===== config.mk =====
export PLATFORM = sky130hd
export DESIGN_NAME = wave_param_meas
export DESIGN_NICKNAME = d
export VERILOG_FILES = /design/src/rtl/wave_param_meas.sv
export SDC_FILE = /design/constraint.sdc
export NUM_CORES = 1
export LEC_CHECK = 0
export BUFFER_PORTS_ARGS = -buffer_cell sky130_fd_sc_hd__buf_2
export CAP_MARGIN = 20
export CORE_UTILIZATION = 47
export DETAILED_ROUTE_END_ITERATION = 10
export PLACE_DENSITY = 0.66
export SETUP_SLACK_MARGIN = 0.2
export SYNTH_ARGS = -nofsm -noshare
export SYNTH_HDL_FRONTEND = slang
export SYNTH_SLANG_ARGS = --single-unit

===== constraint.sdc =====
create_clock -name clk -period 7 [get_ports clk]
set_clock_uncertainty 0.05 [all_clocks]
set_input_delay 0 -clock clk [delete_from_list [all_inputs] [get_ports clk]]
set_output_delay 0 -clock clk [all_outputs]
set_load 0.02 [all_outputs]

===== src/rtl/wave_param_meas.sv =====
// Waveform parameter measurement: period, full-cycle count, span and peak/trough levels
// of an 8-bit sampled waveform, measured inside a gate window using hysteretic
// rising-crossing detection around mid-scale.
module wave_param_meas #(
  parameter int unsigned DW     = 8,
  parameter int unsigned CNT_W  = 32,
  parameter int unsigned NCYC_W = 16,
  parameter int unsigned MID    = 128,
  parameter int unsigned HYST   = 4
) (
  input  logic              clk,
  input  logic              rst_n,
  input  logic              gate,
  input  logic              valid,
  input  logic [DW-1:0]     wave_in,
  output logic              meas_done,
  output logic              meas_err,
  output logic              meas_ovf,
  output logic [CNT_W-1:0]  last_period,
  output logic [CNT_W-1:0]  span_cycles,
  output logic [NCYC_W-1:0] n_cycles,
  output logic [DW-1:0]     vmax,
  output logic [DW-1:0]     vmin,
  output logic [DW-1:0]     vpp
);

  localparam logic [DW-1:0] HiTh = DW'(MID + HYST);
  localparam logic [DW-1:0] LoTh = DW'(MID - HYST);

  typedef enum logic [1:0] {StIdle, StArm, StMeasure, StDone} state_e;

  state_e state_q, state_d;

  logic [DW-1:0]     s_q;
  logic              v_q;
  logic              gate_q, gate_prev_q;
  logic              pend_q;
  logic              armed_q;
  logic [DW-1:0]     max_q, min_q;
  logic              seen_q;
  logic [CNT_W-1:0]  span_q, prev_q, per_q;
  logic [NCYC_W-1:0] ncyc_q;
  logic              ovf_q;

  logic              gate_rise;
  logic              rise_x;
  logic              low_x;
  logic              err_now;
  logic [CNT_W-1:0]  span_inc;
  logic [NCYC_W-1:0] ncyc_inc;

  // Crossing detection, saturating increments and error condition
  always_comb begin
    gate_rise = gate_q & ~gate_prev_q;
    rise_x    = v_q & armed_q & (s_q >= HiTh);
    low_x     = v_q & (s_q <= LoTh);
    span_inc  = (&span_q) ? span_q : span_q + 1'b1;
    ncyc_inc  = (&ncyc_q) ? ncyc_q : ncyc_q + 1'b1;
    // Fewer than two crossings: never left ARM, or no full period counted yet
    err_now   = (state_q == StArm) || (ncyc_q == '0);
  end

  // Next-state logic
  always_comb begin
    state_d = state_q;
    unique case (state_q)
      StIdle:    if (gate_rise || pend_q) state_d = StArm;
      StArm: begin
        if (!gate_q)     state_d = StDone;
        else if (rise_x) state_d = StMeasure;
      end
      StMeasure: if (!gate_q) state_d = StDone;
      StDone:    state_d = StIdle;
      default:   state_d = StIdle;
    endcase
  end

  assign meas_done = (state_q == StDone);

  // State register
  always_ff @(posedge clk) begin
    if (!rst_n) state_q <= StIdle;
    else        state_q <= state_d;
  end

  // Input stage, gate edge latch, trackers, counters and result registers
  always_ff @(posedge clk) begin
    if (!rst_n) begin
      s_q         <= '0;
      v_q         <= 1'b0;
      // Gate history resets high so a gate held high through reset is not an edge
      gate_q      <= 1'b1;
      gate_prev_q <= 1'b1;
      pend_q      <= 1'b0;
      armed_q     <= 1'b0;
      max_q       <= '0;
      min_q       <= '1;
      seen_q      <= 1'b0;
      span_q      <= '0;
      prev_q      <= '0;
      per_q       <= '0;
      ncyc_q      <= '0;
      ovf_q       <= 1'b0;
      meas_err    <= 1'b0;
      meas_ovf    <= 1'b0;
      last_period <= '0;
      span_cycles <= '0;
      n_cycles    <= '0;
      vmax        <= '0;
      vmin        <= '0;
      vpp         <= '0;
    end else begin
      s_q         <= wave_in;
      v_q         <= valid;
      gate_q      <= gate;
      gate_prev_q <= gate_q;

      // An edge seen outside IDLE (e.g. during DONE) is held until IDLE takes it
      if (state_q == StIdle) pend_q <= 1'b0;
      else if (gate_rise)    pend_q <= 1'b1;

      unique case (state_q)
        StIdle: begin
          if (gate_rise || pend_q) begin
            armed_q <= 1'b0;
            max_q   <= '0;
            min_q   <= '1;
            seen_q  <= 1'b0;
            span_q  <= '0;
            prev_q  <= '0;
            per_q   <= '0;
            ncyc_q  <= '0;
            ovf_q   <= 1'b0;
          end
        end
        StArm, StMeasure: begin
          if (gate_q) begin
            if (v_q) begin
              seen_q <= 1'b1;
              if (s_q > max_q) max_q <= s_q;
              if (s_q < min_q) min_q <= s_q;
            end
            if (rise_x)     armed_q <= 1'b0;
            else if (low_x) armed_q <= 1'b1;

            if (state_q == StArm) begin
              if (rise_x) begin
                span_q <= '0;
                prev_q <= '0;
              end
            end else begin
              span_q <= span_inc;
              if (&span_q) ovf_q <= 1'b1;
              if (rise_x) begin
                per_q  <= span_inc - prev_q;
                prev_q <= span_inc;
                ncyc_q <= ncyc_inc;
              end
            end
          end else begin
            // Window closing: publish results, visible in the DONE cycle
            meas_err    <= err_now;
            meas_ovf    <= ovf_q;
            last_period <= err_now ? '0 : per_q;
            span_cycles <= err_now ? '0 : prev_q;
            n_cycles    <= err_now ? '0 : ncyc_q;
            vmax        <= seen_q ? max_q : '0;
            vmin        <= seen_q ? min_q : '0;
            vpp         <= seen_q ? (max_q - min_q) : '0;
          end
        end
        StDone: begin
        end
        default: begin
        end
      endcase
    end
  end

endmodule


## Word-level counts from Yosys, hierarchy flattened

Cells that the tools add are included.

- Add/sub/neg operators: 4
- $lt $le $gt $ge: 4
- Shift operators: 0
- Equal/unequal tests: 16
- Muxes and demuxes: 53
- Div/mod/pow operators: 0
- Bitwise gates (word level): 7
- Reduce and logical (&&, ||, !) cells: 20
- Multiply operators: 0

Operator list:

| cell | count |
|---|---|
| 32-bit two-way mux | 13 |
| 32-bit case mux with 2 select lines | 3 |
| 16-bit two-way mux | 6 |
| 8-bit two-way mux | 11 |
| 32-bit by 1-bit adder with 32-bit output (second input constant) | 1 |
| 16-bit case mux with 2 select lines | 1 |
| 8-bit case mux with 2 select lines | 2 |
| 32-bit AND reduction | 1 |
| 32-bit subtractor | 1 |
| 2-bit inequality test (second input constant) | 10 |
| 5-bit AND reduction | 4 |
| 16-bit by 1-bit adder with 16-bit output (second input constant) | 1 |
| 16-bit logical NOT | 1 |
| 16-bit AND reduction | 1 |
| 4-bit AND reduction | 4 |
| 1-bit two-way mux | 9 |
| 3-bit inequality test (second input constant) | 3 |
| 8-bit greater-or-equal comparator (second input constant) | 1 |
| 8-bit > comparator | 1 |
| 8-bit by 7-bit <= comparator with 1-bit output (second input constant) | 1 |
| 8-bit < comparator | 1 |
| 2-bit two-way mux | 4 |
| 2-bit case mux with 4 select lines | 1 |
| 8-bit subtractor | 1 |
| 12 further kinds | 22 |

- Flip-flop bits (word level): 251
- Memories: 0
- Logic and storage cells: 127
- Memory bits (writable): 0
- Bits in latches: 0
- Memory bits (read-only): 0
- Output and inout bits: 107
- Input port bits: 12

## Depth between registers and ports, before layout

- Depth after elaboration: 7
- Gate-level depth with buffers: 20
- Mapped depth without buffers: 19

## Worst setup path before layout

OpenSTA, ideal clock, no wires.

- Kind: register -> register
- Start point: register span_q[4]
- End point: register per_q[31]
- Stages on the path, launching flop included: 20
- Required time: 6.829 ns
- Slack: 2.843 ns
- Setup time: 0.121 ns
- Data arrival time: 3.985 ns
- Clock period less this slack: 4.157 ns
- Path through: dfxtp_1 > buf_2 > nand4_1 > or4_4 > nor4_4 > nor2_1 > nand2_1 > or3_1 > nor2_1 > xor2_1 > ha_1 > clkbuf_1 > and4_1 > nor2b_1 > o21a_1 > a311oi_1 > o31ai_1 > o41ai_1 > xnor2_1 > o21ai_1

- Cells in the longest elaborated chain, start to end: 7

Ends and longest elaborated chain:

| item | RTL line | RTL |
|---|---|---|
| start: declaration | 41 | `logic [CNT_W-1:0] span_q, prev_q, per_q;` |
| start signal: assignment | 152 | `span_q <= span_inc;` |
| 32-bit by 1-bit adder with 32-bit output or 32-bit AND reduction (tied branches) | 57 | `span_inc = (&span_q) ? span_q : span_q + 1'b1;` |
| 32-bit two-way mux * | 57 |  |
| 32-bit subtractor * | 155 | `per_q <= span_inc - prev_q;` |
| 32-bit two-way mux * | 154 | `if (rise_x) begin` |
| 32-bit two-way mux * | 146 | `if (state_q == StArm) begin` |
| 32-bit two-way mux * | 137 | `if (gate_q) begin` |
| 32-bit case mux with 2 select lines * | 122 | `unique case (state_q)` |
| end signal: assignment | 155 |  |
| end: declaration | 41 |  |

Every way passes the cells marked *; elsewhere a longest branch is shown, timed or not. The select of a mux whose other input is x is not followed.
A chain may end at the register's enable or synchronous reset.

## Final worst setup path

- Start point: register span_q[4]
- End point: register per_q[28]

The elaborated chain is that of the path after synthesis.

==> metrics.md <==
| Metric | Value |
|---|---|
| Status | finished clean |
| Total track usage | 0.2322 |
| Vias/cell | 5.536 |
| Min Tclk post-route | roughly 5.1 ns |
| Hold depth | 3 |
| Asr flop ratio synth | 0 |
| Hold path start | wave_in[1] |
| H-tree levels | 1 |
| Most common cell after layout, fill and taps aside | dfxtp_1 |
| Resized cells post-CTS | 0 |
| Final hold viol count | 0 |
| Largest cells by area after synthesis | dfxtp_1 41%, nand2_1 7.5%, ha_1 6.2% |
| Leakage | about 5.7 nW |
| Initial Util | 0.4823 |
| Critical Path Fanout Max | 7 |
| FMAX | 196.1 MHz |
| Die Y | approximately 160 um |
| Cell family with most CP delay | simple AND/OR/NAND/NOR gates |
| Worst setup EP type | register |
| Largest net degree at the start of global routing | between 80 and 90 |
| Residual DRC count | 0 |
| Synth Flop Type | dfxtp_1 |
| Worst Slack Setup Final | around 1.9 ns |
| Reg2reg path depth | 18 |
| Buffer and inverter count on the worst path | 0 |
| Critical path depth | 18 |
| Clk buf depth | 3 |
| TritonCTS clock tree | yes |
| Period utilisation layout | 0.7286 |
| Crit-path max cell delay | ~0.64 ns |
| Number of global-route vias before repair | between 9000 and 10000 |
| I/O pins | 119 |
| Post-synthesis compound-gate area fraction | 0.2005 |
| Mux contribution to synthesized area | 0.008194 |
| Root buffer cell | clkbuf_16 |
| Area leader, netlist | dfxtp_1 |
| Crit-path slowest cell | o31ai_1 |
| Clock Latency Late Sink | 0.55 ns |
| Synthesized area | 0.01222 mm2 |
| Slew headroom | 0.3066 |
| Max-cap check violation count | 0 |
| Setup CP Type | reg -> reg |
| Slew Viols, Final | 0 |
| Reg clk slew, reported paths | 0.06 ns |
| Arr. time, crit path | 5.46 ns |
| Reg2reg setup slack | ~1.9 ns |
| Syn_area_per_cell | around 8.4 um2 |
| Post-DP HPWL | around 21000 um |
| FILL cells | about 2400 |
| Area fraction of the dominant cell type after synthesis | 0.4113 |
| Critical path, cell by cell | nand4_1 > or4_4 > nor4_4 > nor2_1 > and2_4 > nand4_2 > nor2_1 > xor2_1 > ha_1 > a21oi_1 > nand2_1 > o31ai_1 > o211ai_1 > nand2_1 > o21ai_0 > a21oi_1 > mux2i_1 > o21ai_0 |
| ANT cells | 0 |
| Clock sink count | ~250 |
| Cts bufs inserted | 27 |
| Design area | roughly 0.014 mm2 |
| Core area | 0.02533 mm2 |
| Simple-gate share of the synthesized area | 0.2145 |
| Post-synthesis cell count | between 1000 and 1500 |
| Most frequent cells in the layout | 251 x dfxtp_1, 244 x nand2_1, 117 x buf_2 |
| Mapped Nets | approximately 1500 |
| ANT nets after route | 0 |
| Yosys warns | 0 |
| RSZ-0062 raised after global routing | false |
| Worst Setup Slack post-DPL | roughly 2.0 ns |
| RR Startpoint | span_q[4] |
| Vias post-DR | 10500 |
| Fraction of synthesized cell area in xor and xnor cells | 0.05439 |
| Hold/Removal Path Class | in -> reg |
| Initial antenna violation count | 0 |
| Placer congestion estimate | roughly 0.86 |
| Adder-cell area share of the yosys netlist | 0.06576 |
| Setup TNS Final | 0 ns |
| Port bufs | between 100 and 150 |
| Routed len/inst | 16.40 um |
| Layout cells sized above 1 | 0.1226 |
| Worst Path Required | ~7.4 ns |
| Least-Margin Pin Slew | 1.038 ns |
| Post-synth EDFFs | 0 |
| # setup viols final | 0 |
| R2r endpoint | per_q[28] |
| Hold Path Sink | s_q[1] |
| 1st-iter DRT viols | 722 |
| Global route total overflow | 0 |
| First-pass GRT wire length | 50290 um |
| Worst setup SP type | register |
| Final WL | 31090 um |
| Die X | about 160 um |
| Area growth syn-to-layout | 14.90% |
| PD cells | approximately 270 mW/mm2 |
| Nets | between 1500 and 2000 |
| Setup Buffers After CTS | 0 |
| Synth unique cells | between 60 and 70 |
| TritonRoute pass-1 iters | 5 |
| VDD IR max | about 200 uV |
| Synth Register Bits | between 200 and 300 |
| Hold Buf Count CTS | 11 |
| Placement Cell Area | 0.01306 mm2 |
| Rows | between 50 and 60 |
| Die area | about 0.027 mm2 |
| Sequential share of the synthesized area | 0.4113 |
| Largest family of logic cells by synthesized area | simple AND/OR/NAND/NOR gates |
cell usage after synthesis, drive strengths merged (3+ instances only):
library cell  count
o21bai            6
and3             14
buf               6
ha               61
xnor2            36
o31ai             3
a21o             16
nor3b             3
dfxtp           251
nand2b           17
o21ai            60
a22oi            27
nand3b            4
nand3            78
o21a             16
or4               4
nand4            18
and4              5
a21oi           105
inv              65
a211oi            3
nor2             57
clkbuf           75
and2             21
o211ai            3
mux2i            10
or3               7
nor3             17
nor4              5
nand2           244
nor2b            48
xor2             39
a22o             41
a31oi             6
a21boi           62
through the flow:
stage,utilization,power (mW),std cells,hold WS [ns]
after global routing,0.5542,3.886,1896,0.1551
after floorplan,-,2.068,1459,0.05147
after CTS,0.5542,3.749,1896,0.1227
after global placement,0.5153,2.321,1837,0.1583
final,0.5542,3.721,1896,0.1513
after detailed placement,0.5156,2.328,1838,0.1614
routing by layer:
metal	part of all wire	vias to the layer above	track usage	wire [um]
met5	0	-	0	0
met4	0.027	0	0.07816	828
met3	0.041	60	0.03022	1286
met2	0.46	246	0.3918	14410
met1	0.47	4953	0.3040	14570
li1	-	5238	-	-
worst reg2reg max path: cells and delay by family, from the launching register on:
family / cells / cell delay (ns)
adder cells (fa/ha/maj): 1 / 0.34
AND/OR/NAND/NOR: 9 / 2.03
AO/OA/AOI/OAI: 6 / 1.65
flip-flops: 1 / 0.47
XOR/XNOR: 1 / 0.22
multiplexers: 1 / 0.22
cells by family (layout without fill, tap and decap cells):
kind of cell             count (synthesis)  in the layout
flip-flops                             251            251
AO/OA/AOI/OAI                          369            369
XOR/XNOR                                75             75
adder cells (fa/ha/maj)                 63             63
AND/OR/NAND/NOR                        545            545
buffers and inverters                  146            253
multiplexers                            10             10
how the worst max path moves through the flow:
stage / start / end
after global routing: span_q[4] / per_q[29]
after detailed placement: span_q[4] / per_q[28]
after global placement: span_q[4] / per_q[28]
after CTS: span_q[4] / per_q[28]
after floorplan: span_q[4] / per_q[31]
final: span_q[4] / per_q[28]
where the power goes:
group	switching, mW	internal [mW]	leakage [nW]
clock	0.579	0.832	0.428
combinational	0.599	0.224	3.27
sequential	0.0320	1.46	2.02
layout make-up:
class | instances | area (um2) | area share
multi-input cells | 1062 | 6693 | 0.4768
inverters | 65 | 244.0 | 0.01738
well taps | 330 | 412.9 | 0.02942
clock inverters | 12 | 152.6 | 0.01088
repair buffers | 141 | 793.3 | 0.05652
clock buffers | 35 | 715.7 | 0.05099
flip-flops and latches | 251 | 5025 | 0.3580
sequential cells by signal, indices dropped and copies added (netlist names), 2 cells and up:
signal       flops
last_period     32
max_q            8
min_q            8
n_cycles        16
ncyc_q          16
per_q           32
prev_q          32
s_q              8
span_cycles     32
span_q          32
state_q          2
vmax             8
vmin             8
vpp              8
(Power assumes the default switching activity.)
